### src/rtl/pipe_pkg.sv
// Shared pipeline types and constants for the writeback stage.
// Writeback source encodings, load funct3 codes, FSM state constants.
package pipe_pkg;

  localparam int XLEN_DEF   = 32;
  localparam int REG_AW_DEF = 5;

  typedef enum logic [1:0] {
    WB_ALU = 2'b00,
    WB_MEM = 2'b01,
    WB_PC4 = 2'b10,
    WB_CSR = 2'b11
  } wb_sel_e;

  localparam logic [2:0] F3_LB  = 3'b000;
  localparam logic [2:0] F3_LH  = 3'b001;
  localparam logic [2:0] F3_LW  = 3'b010;
  localparam logic [2:0] F3_LBU = 3'b100;
  localparam logic [2:0] F3_LHU = 3'b101;

  typedef logic [0:0] wb_state_e;
  localparam wb_state_e IDLE     = 1'b0;
  localparam wb_state_e WAIT_MEM = 1'b1;

  // Halfword loads need an even address; word loads need a word-aligned one.
  function automatic logic is_misaligned(input logic [2:0] funct3, input logic [1:0] offset);
    is_misaligned = ((funct3 == F3_LH || funct3 == F3_LHU) && offset[0]) ||
                    ((funct3 == F3_LW) && (offset != 2'b00));
  endfunction

endpackage

### src/rtl/writeback_stage_if.sv
// Execute-to-writeback handshake: instruction fields downstream, stall upstream.
interface writeback_stage_if #(
  parameter int XLEN   = 32,
  parameter int REG_AW = 5
);
  logic              ex_valid;
  logic              ex_reg_wr;
  logic [REG_AW-1:0] ex_rd;
  logic [1:0]        ex_wb_sel;
  logic [XLEN-1:0]   ex_alu_result;
  logic [XLEN-1:0]   ex_pc;
  logic [XLEN-1:0]   ex_csr_rdata;
  logic [2:0]        ex_funct3;
  logic              stall;

  modport master (
    output ex_valid, ex_reg_wr, ex_rd, ex_wb_sel, ex_alu_result, ex_pc, ex_csr_rdata, ex_funct3,
    input  stall
  );

  modport slave (
    input  ex_valid, ex_reg_wr, ex_rd, ex_wb_sel, ex_alu_result, ex_pc, ex_csr_rdata, ex_funct3,
    output stall
  );
endinterface

### src/rtl/writeback_stage_load_align.sv
// Combinational load aligner: picks byte/half/word from the raw memory word
// by address offset and sign- or zero-extends it per funct3.
module load_align
  import pipe_pkg::*;
#(
  parameter int XLEN = 32
) (
  input  logic [2:0]      funct3,
  input  logic [1:0]      offset,
  input  logic [XLEN-1:0] word,
  output logic [XLEN-1:0] data
);

  logic [7:0]  byte_lane [4];
  logic [15:0] half_lane [2];

  genvar gi;
  generate
    for (gi = 0; gi < 4; gi++) begin : g_byte
      assign byte_lane[gi] = word[gi*8 +: 8];
    end
    for (gi = 0; gi < 2; gi++) begin : g_half
      assign half_lane[gi] = word[gi*16 +: 16];
    end
  endgenerate

  logic [7:0]  sel_byte;
  logic [15:0] sel_half;

  assign sel_byte = byte_lane[offset];
  assign sel_half = half_lane[offset[1]];

  always_comb begin
    data = word;
    case (funct3)
      F3_LB:   data = {{(XLEN-8){sel_byte[7]}}, sel_byte};
      F3_LBU:  data = {{(XLEN-8){1'b0}}, sel_byte};
      F3_LH:   data = {{(XLEN-16){sel_half[15]}}, sel_half};
      F3_LHU:  data = {{(XLEN-16){1'b0}}, sel_half};
      default: data = word;
    endcase
  end

endmodule

### src/rtl/writeback_stage.sv
// Writeback stage: selects the result source, waits on load responses with
// stall, and drives a registered register-file write port plus bypass copy.
// Optional WB_MISALIGN_EN adds misalign_err and suppresses misaligned load writes.
module writeback_stage
  import pipe_pkg::*;
#(
  parameter int XLEN   = XLEN_DEF,
  parameter int REG_AW = REG_AW_DEF
) (
  input  logic              clk,
  input  logic              rst,
  writeback_stage_if.slave  ex,
  input  logic              dmem_rvalid,
  input  logic [XLEN-1:0]   dmem_rdata,
  output logic              reg_wr,
  output logic [REG_AW-1:0] waddr,
  output logic [XLEN-1:0]   wdata,
  output logic              fwd_valid,
  output logic [REG_AW-1:0] fwd_rd,
  output logic [XLEN-1:0]   fwd_data
`ifdef WB_MISALIGN_EN
  ,
  output logic              misalign_err
`endif
);

  wb_state_e         state_reg, state_next;
  logic [REG_AW-1:0] rd_reg, rd_next;
  logic              wr_pend_reg, wr_pend_next;
  logic [2:0]        f3_reg, f3_next;
  logic [1:0]        off_reg, off_next;

  logic              reg_wr_reg, reg_wr_next;
  logic [REG_AW-1:0] waddr_reg, waddr_next;
  logic [XLEN-1:0]   wdata_reg, wdata_next;
  logic              mis_reg, mis_next;

  logic [XLEN-1:0]   load_data;
  logic [XLEN-1:0]   src_data;
  logic              ex_writes;
  logic              resp_mis;

  load_align #(.XLEN(XLEN)) u_align (
    .funct3 (f3_reg),
    .offset (off_reg),
    .word   (dmem_rdata),
    .data   (load_data)
  );

  assign ex_writes = ex.ex_reg_wr && (ex.ex_rd != '0);

  always_comb begin
    src_data = ex.ex_alu_result;
    case (wb_sel_e'(ex.ex_wb_sel))
      WB_PC4:  src_data = ex.ex_pc + XLEN'(4);
      WB_CSR:  src_data = ex.ex_csr_rdata;
      default: src_data = ex.ex_alu_result;
    endcase
  end

`ifdef WB_MISALIGN_EN
  assign resp_mis = is_misaligned(f3_reg, off_reg);
`else
  assign resp_mis = 1'b0;
`endif

  always_comb begin
    state_next   = state_reg;
    rd_next      = rd_reg;
    wr_pend_next = wr_pend_reg;
    f3_next      = f3_reg;
    off_next     = off_reg;
    reg_wr_next  = 1'b0;
    waddr_next   = waddr_reg;
    wdata_next   = wdata_reg;
    mis_next     = 1'b0;
    case (state_reg)
      IDLE: begin
        if (ex.ex_valid) begin
          if (wb_sel_e'(ex.ex_wb_sel) == WB_MEM) begin
            rd_next      = ex.ex_rd;
            wr_pend_next = ex_writes;
            f3_next      = ex.ex_funct3;
            off_next     = ex.ex_alu_result[1:0];
            state_next   = WAIT_MEM;
          end else begin
            reg_wr_next = ex_writes;
            waddr_next  = ex.ex_rd;
            wdata_next  = src_data;
          end
        end
      end
      default: begin
        // The response is consumed even when the write is suppressed.
        if (dmem_rvalid) begin
          reg_wr_next = wr_pend_reg && !resp_mis;
          mis_next    = resp_mis;
          waddr_next  = rd_reg;
          wdata_next  = load_data;
          state_next  = IDLE;
        end
      end
    endcase
  end

  always_ff @(posedge clk) begin
    if (rst) begin
      state_reg   <= IDLE;
      rd_reg      <= '0;
      wr_pend_reg <= 1'b0;
      f3_reg      <= '0;
      off_reg     <= '0;
      reg_wr_reg  <= 1'b0;
      waddr_reg   <= '0;
      wdata_reg   <= '0;
      mis_reg     <= 1'b0;
    end else begin
      state_reg   <= state_next;
      rd_reg      <= rd_next;
      wr_pend_reg <= wr_pend_next;
      f3_reg      <= f3_next;
      off_reg     <= off_next;
      reg_wr_reg  <= reg_wr_next;
      waddr_reg   <= waddr_next;
      wdata_reg   <= wdata_next;
      mis_reg     <= mis_next;
    end
  end

  // Decoded from registered state only, so no path from dmem_rvalid to stall.
  assign ex.stall  = (state_reg == WAIT_MEM);

  assign reg_wr    = reg_wr_reg;
  assign waddr     = waddr_reg;
  assign wdata     = wdata_reg;
  assign fwd_valid = reg_wr_reg;
  assign fwd_rd    = waddr_reg;
  assign fwd_data  = wdata_reg;

`ifdef WB_MISALIGN_EN
  assign misalign_err = mis_reg;
`else
  logic unused_mis;
  assign unused_mis = mis_reg;
`endif

endmodule

### src/flat_wrapper.sv
// flat-port wrapper written by rule: the top's interface ports become plain ports
module writeback_stage_flat import pipe_pkg::*;
#(
  parameter int XLEN   = XLEN_DEF,
  parameter int REG_AW = REG_AW_DEF
)
  (clk, rst, dmem_rvalid, dmem_rdata, reg_wr, waddr, wdata, fwd_valid, fwd_rd, fwd_data, ex_ex_valid, ex_ex_reg_wr, ex_ex_rd, ex_ex_wb_sel, ex_ex_alu_result, ex_ex_pc, ex_ex_csr_rdata, ex_ex_funct3, ex_stall);
  writeback_stage_if #(.XLEN(XLEN), .REG_AW(REG_AW)) ex_i ();
  input  logic clk;
  input  logic rst;
  input  logic dmem_rvalid;
  input  logic [XLEN-1:0] dmem_rdata;
  output logic reg_wr;
  output logic [REG_AW-1:0] waddr;
  output logic [XLEN-1:0] wdata;
  output logic fwd_valid;
  output logic [REG_AW-1:0] fwd_rd;
  output logic [XLEN-1:0] fwd_data;
  input wire logic [$bits(ex_i.ex_valid)-1:0] ex_ex_valid;
  input wire logic [$bits(ex_i.ex_reg_wr)-1:0] ex_ex_reg_wr;
  input wire logic [$bits(ex_i.ex_rd)-1:0] ex_ex_rd;
  input wire logic [$bits(ex_i.ex_wb_sel)-1:0] ex_ex_wb_sel;
  input wire logic [$bits(ex_i.ex_alu_result)-1:0] ex_ex_alu_result;
  input wire logic [$bits(ex_i.ex_pc)-1:0] ex_ex_pc;
  input wire logic [$bits(ex_i.ex_csr_rdata)-1:0] ex_ex_csr_rdata;
  input wire logic [$bits(ex_i.ex_funct3)-1:0] ex_ex_funct3;
  output wire logic [$bits(ex_i.stall)-1:0] ex_stall;
  assign ex_i.ex_valid = ex_ex_valid;
  assign ex_i.ex_reg_wr = ex_ex_reg_wr;
  assign ex_i.ex_rd = ex_ex_rd;
  assign ex_i.ex_wb_sel = ex_ex_wb_sel;
  assign ex_i.ex_alu_result = ex_ex_alu_result;
  assign ex_i.ex_pc = ex_ex_pc;
  assign ex_i.ex_csr_rdata = ex_ex_csr_rdata;
  assign ex_i.ex_funct3 = ex_ex_funct3;
  assign ex_stall = ex_i.stall;
  writeback_stage #(.XLEN(XLEN), .REG_AW(REG_AW)) u_core (.clk(clk), .rst(rst), .ex(ex_i), .dmem_rvalid(dmem_rvalid), .dmem_rdata(dmem_rdata), .reg_wr(reg_wr), .waddr(waddr), .wdata(wdata), .fwd_valid(fwd_valid), .fwd_rd(fwd_rd), .fwd_data(fwd_data));
endmodule
### config.mk
export PLATFORM = sky130hd
export DESIGN_NAME = writeback_stage_flat
export DESIGN_NICKNAME = d
export VERILOG_FILES = /design/src/rtl/pipe_pkg.sv /design/src/rtl/writeback_stage_if.sv /design/src/rtl/writeback_stage_load_align.sv /design/src/rtl/writeback_stage.sv /design/src/flat_wrapper.sv
export SDC_FILE = /design/constraint.sdc
export NUM_CORES = 1
export LEC_CHECK = 0
export ABC_AREA = 1
export CAP_MARGIN = 20
export CORE_MARGIN = 4
export CORE_UTILIZATION = 60
export DETAILED_ROUTE_END_ITERATION = 6
export DONT_BUFFER_PORTS = 1
export GPL_ROUTABILITY_DRIVEN = 0
export MAX_ROUTING_LAYER = met4
export PLACE_DENSITY_LB_ADDON = 0.08
export SLEW_MARGIN = 20
export SYNTH_ARGS = -nofsm -noshare
export SYNTH_HDL_FRONTEND = slang
export SYNTH_SLANG_ARGS = --single-unit
### constraint.sdc
create_clock -name clk -period 3.54 [get_ports clk]
set_clock_uncertainty 0.2 [all_clocks]
set_input_delay 1.062 -clock clk [delete_from_list [all_inputs] [get_ports clk]]
set_output_delay 1.062 -clock clk [all_outputs]
set_load 0.01 [all_outputs]
# ---- Yosys cells after proc, flatten, opt, wreduce, memory -nomap -nowiden
# Cells that the tools add are included.
dict set report word_totals {
  reg_bits 50
  inputBits 143
  output_inout_bits 77
  word_cells 52
}
dict set report classes {
  n_addsub 1
  n_lt_le_gt_ge 2
  eq_ne 8
  mux 24
  n_bitwise 3
  n_reduce_logical 6
}
# cell n
set op_table {}
lappend op_table {{2-to-1 mux 32 bit} 4}
lappend op_table {{one-hot mux 32 bit (4 select lines)} 1}
lappend op_table {{one-hot mux 32 bit (2 select lines)} 1}
lappend op_table {{2-to-1 mux 16 bit} 3}
lappend op_table {{adder 32 x 3 -> 32 bit, second input constant} 1}
lappend op_table {{2-to-1 mux 5 bit} 4}
lappend op_table {{binary-select mux 8 bit (select 2 bit)} 1}
lappend op_table {{2-to-1 mux 8 bit} 2}
lappend op_table {{2-to-1 mux 1 bit} 8}
lappend op_table {{equality test 3 bit, second input constant} 2}
lappend op_table {{AND reduction 3 bit} 2}
lappend op_table {{nonzero test 5 bit} 1}
lappend op_table {{equality test 2 bit, second input constant} 2}
lappend op_table {{equality test 3 x 1 -> 1 bit, second input constant} 1}
lappend op_table {{>= comparator 3 bit, second input constant} 1}
lappend op_table {{zero test 3 bit} 1}
lappend op_table {{NOT 2 -> 3 bit} 1}
lappend op_table {{equality test 2 x 1 -> 1 bit, second input constant} 1}
lappend op_table {{>= comparator 2 bit, second input constant} 1}
lappend op_table {{!= test 2 x 1 -> 1 bit, second input constant} 1}
lappend op_table {{!= test 2 bit, second input constant} 1}
lappend op_table {{NOT 1 -> 2 bit} 1}
lappend op_table {{nonzero test 2 bit} 1}
lappend op_table {{logical AND 1 bit} 1}
lappend op_table {{NOT 1 bit} 1}

# ---- Longest topological paths before layout
dict set report logic_depth {
  depth_word 7
  mapped_depth 11
  depth_no_buf 11
}

# ---- Modules after synthesis
# From an unflattened synthesis, not the netlist that was laid out.
dict set report hier_totals {
  cells_unflattened 785
  area_unflattened_um2 4730.8
}
# module n_inst cells_per_inst area_per_inst_um2 seq_area_each_um2
set by_module_without_submodules {}
lappend by_module_without_submodules {writeback_stage 1 616 3858.7 1001.0}
lappend by_module_without_submodules {load_align 1 169 872.1 0.0}

# ---- Worst setup path before layout
# No wires, ideal clock.
dict set report synth_path {
  kind {input-to-reg}
  from {in ex_ex_pc[2]}
  to {reg u_core.wdata_reg[20], in the netlist u_core.fwd_data[20]}
  setup_ns 0.131
  t_arrival_ns 2.023
  path_slack_ns 1.186
  stages 10
  path_cell_list {ha_1 -> nand2_1 -> nor2_2 -> nand2_2 -> nor2_4 -> nand3_1 -> nand3_1 -> nand2_1 -> nand2_1 -> a21oi_2}
}
dict set report synth_via {
  elab_chain_len 5
}
# element line_no
set synth_lines {}
lappend synth_lines {{start, declared} flat_wrapper.sv:24} ;# input wire logic [$bits(ex_i.ex_pc)-1:0] ex_ex_pc;
lappend synth_lines {{adder 32 x 3 -> 32 bit} writeback_stage.sv:55} ;# WB_PC4: src_data = ex.ex_pc + XLEN'(4);
lappend synth_lines {{one-hot mux 32 bit (2 select lines)} writeback_stage.sv:54} ;# case (wb_sel_e'(ex.ex_wb_sel))
lappend synth_lines {{2-to-1 mux 32 bit} writeback_stage.sv:80} ;# if (wb_sel_e'(ex.ex_wb_sel) == WB_MEM) begin
lappend synth_lines {{2-to-1 mux 32 bit} writeback_stage.sv:79} ;# if (ex.ex_valid) begin
lappend synth_lines {{2-to-1 mux 32 bit} writeback_stage.sv:77} ;# case (state_reg)
lappend synth_lines {{end signal, assigned} writeback_stage.sv:125} ;# wdata_reg <= wdata_next;
lappend synth_lines {{end, declared} writeback_stage.sv:35} ;# logic [XLEN-1:0] wdata_reg, wdata_next;
# Every way passes these cells. The select of a mux whose other input is x is not followed.
# A chain may end at the register's enable or synchronous reset.

# ---- Final worst setup path
dict set report layout_path {
  from {in ex_ex_wb_sel[0]}
  to {reg u_core.wdata_reg[25], in the netlist u_core.fwd_data[25]}
}
dict set report layout_via {
  elab_chain_len 5
}
# element line_no
set layout_lines {}
lappend layout_lines {{start, declared} flat_wrapper.sv:22} ;# input wire logic [$bits(ex_i.ex_wb_sel)-1:0] ex_ex_wb_sel;
lappend layout_lines {{equality test 2 bit} writeback_stage.sv:54}
lappend layout_lines {{one-hot mux 32 bit (2 select lines)} writeback_stage.sv:54}
lappend layout_lines {{2-to-1 mux 32 bit} writeback_stage.sv:80}
lappend layout_lines {{2-to-1 mux 32 bit} writeback_stage.sv:79}
lappend layout_lines {{2-to-1 mux 32 bit} writeback_stage.sv:77}
# Parallel ways exist; a longest one is shown, timed or not. The select of a mux whose other input is x is not followed.

==> impl_metrics.json <==
{
  "cp_data_required_time_ns": 3.58,
  "drt-pass1-iter-count": 5,
  "synthesis.area_um2": 4520,
  "hold_path.class": "flip-flop to flip-flop",
  "crit_path_start_kind": "input pin",
  "synth_top_cells_by_area": "dfxtp_1 (22%), nand2_1 (20%), o21ai_0 (7.3%)",
  "yosysWarnings": 0,
  "post_drt_wl_per_cell_um": 18.1,
  "dp_cells": 801,
  "antenna_cells": 0,
  "setup_slack_ns": 1.01,
  "cts_tree": "built",
  "finalCritPeriodShare": 0.716,
  "dpl.hpwl_um": 11600,
  "place_ws_ns": 0.688,
  "maxCapViolCount": 0,
  "status": "finished clean",
  "die_h_um": 94.8,
  "fin_cells": 809,
  "antenna_found_initial": 0,
  "clockBufferDepth": 2,
  "finalCoreUtilization": 0.589,
  "grt_usage": 0.326,
  "synth_nets": 914,
  "vdd_drop_max_v": 0.000216,
  "clk_latency_ns": 0.31,
  "drv_slew": 0,
  "syn_area_per_cell_um2": 5.88,
  "final_antenna_net_count": 0,
  "postSynthCellCount": 770,
  "viasPerCell": 6.06,
  "tns_ns": 0,
  "portBuffers": 0,
  "start_util": 0.620,
  "crit_type": "input pin to flip-flop",
  "grt_pass1_wl_um": 22100,
  "clock.fmax_mhz": 395,
  "fp.dieW_um": 94.8,
  "wirelength_um": 14700,
  "dieArea_um2": 8990,
  "ys_types": 35,
  "use_met3": 0.0749,
  "grt_max_degree": 37,
  "mostFrequentLayoutCells": "nand2_1 (237), o21ai_0 (66), nor2_1 (65), inv_1 (62), nand3_1 (54)",
  "leakagePower_nw": 1.83,
  "cp.arrival_ns": 2.58,
  "clk_pin_slew_ns": 0.10,
  "cts_made_buffers": 5,
  "drive_above_1_share": 0.0746,
  "synth_seq_cells": 50,
  "worst_pin_slew_ns": 0.905,
  "cts_root_buffer": "clkbuf_8",
  "cts.htree.levels": 2,
  "synth_top_area_cell": "dfxtp_1",
  "final_common_cell": "nand2_1",
  "period_minus_slack_ns": 2.53,
  "area_delta_synth_final_pct": -5.06,
  "cts_setup_buffers": 0,
  "ios": 220,
  "cts_resized": 0,
  "synth_top_area_share": 0.221,
  "grtUsageMet1": 0.409,
  "slew_headroom": 0.396,
  "drc": 0,
  "setup_viol": 0,
  "grt_overflow_total": 0,
  "top_usage_layer": "met2",
  "grt_setup_unrepaired": "false",
  "clkSinkCount": 50,
  "rows": 31,
  "grtUsageMet2": 0.491,
  "ys_seq_area_frac": 0.221,
  "crit_fanout": 28,
  "pwr_density_cell_nw_per_um2": 324,
  "hold_viol_final": 0,
  "hold_buffers": 0,
  "largest_reg_flops": 32,
  "vias": 4901,
  "finalPower_mw": 1.39,
  "critPathCaptureType": "flip-flop",
  "core-area_um2": 7290,
  "drt_iter0_drc": 459,
  "grt_pass1_vias": 4454,
  "n_fill_cell": 781,
  "finalNetCount": 853
}
==> cell type report <==
class | instances | area, µm² | area share
Multi-Input combinational cell | 575 | 2760 | 0.642
Sequential cell | 50 | 1000 | 0.233
Inverter | 71 | 267 | 0.0620
Tap cell | 99 | 124 | 0.0288
Clock buffer | 6 | 82.6 | 0.0192
Timing Repair Buffer | 6 | 45.0 | 0.0105
Clock inverter | 2 | 16.3 | 0.00379
==> worst paths after layout <==
kind                                                 startpoint                                to  slack [ns]  depth (start not counted)
worst max register to register       u_core.ex.stall$_SDFF_PP0_  u_core.fwd_data[25]$_SDFFE_PP0P_        1.05                          6
worst min-delay path            u_core.wr_pend_reg$_SDFFE_PP0P_       u_core.fwd_valid$_SDFF_PP0_        0.26                          2
worst min register to register  u_core.wr_pend_reg$_SDFFE_PP0P_       u_core.fwd_valid$_SDFF_PP0_        0.26                          2
worst max-delay path                            ex_ex_wb_sel[0]  u_core.fwd_data[25]$_SDFFE_PP0P_        1.01                          6
==> kinds of logic (layout without fill, tap and decap cells) <==
| family | Yosys count | count (layout) | synth area share |
|---|---|---|---|
| flops | 50 | 50 | 0.221 |
| fa+ha+maj | 1 | 1 | 0.00277 |
| buf+inv | 145 | 85 | 0.169 |
| compound gates | 180 | 180 | 0.236 |
| simple gates | 394 | 394 | 0.371 |
==> critical path, cell delays in order <==
cell and delay, ns:
inv_1 0.04, o21ai_1 0.19, nand2_2 0.32, inv_1 0.63
nand2_1 0.15, a21oi_2 0.16
==> routing by layer <==
layer,vias up,share of wire
met4,0,0.050
met2,302,0.45
met3,50,0.10
met1,2155,0.40
met5,-,0
li1,2394,-
==> cells in the mapped netlist <==
master	n
nand2_1	237
o21ai_0	66
nor2_1	65
inv_1	62
nand3_1	54
a21oi_1	50
dfxtp_1	50
buf_4	38
a221oi_1	20
clkbuf_1	16
buf_2	12
nand2_2	11
nand4_1	10
o21ai_1	9
inv_2	8
o21bai_1	8
a31oi_1	7
nor2_2	6
o211ai_1	6
a21oi_2	5
a211oi_1	4
clkbuf_8	4
nor2_4	4
buf_6	3
o2111ai_1	3
and2_1	2
or2_2	2
a22o_1	1
buf_1	1
clkinv_1	1
ha_1	1
nand2_4	1
nor2_8	1
nor3_1	1
o221ai_1	1
==> metrics by stage <==
step	area [µm²]	hold slack [ns]
floorplan	4520	0.245
global placement	4200	0.256
detailed placement	4200	0.249
CTS	4300	0.257
global route	4300	0.269
finish	4300	0.260
==> power by group <==
part           total [mW]  leakage (nW)  switching (mW)  internal [mW]
clock network       0.365        0.0478           0.204          0.161
logic               0.331          1.37           0.219          0.111
registers           0.696         0.412          0.0885          0.608
Note: power is estimated with default switching activity, not from simulation.
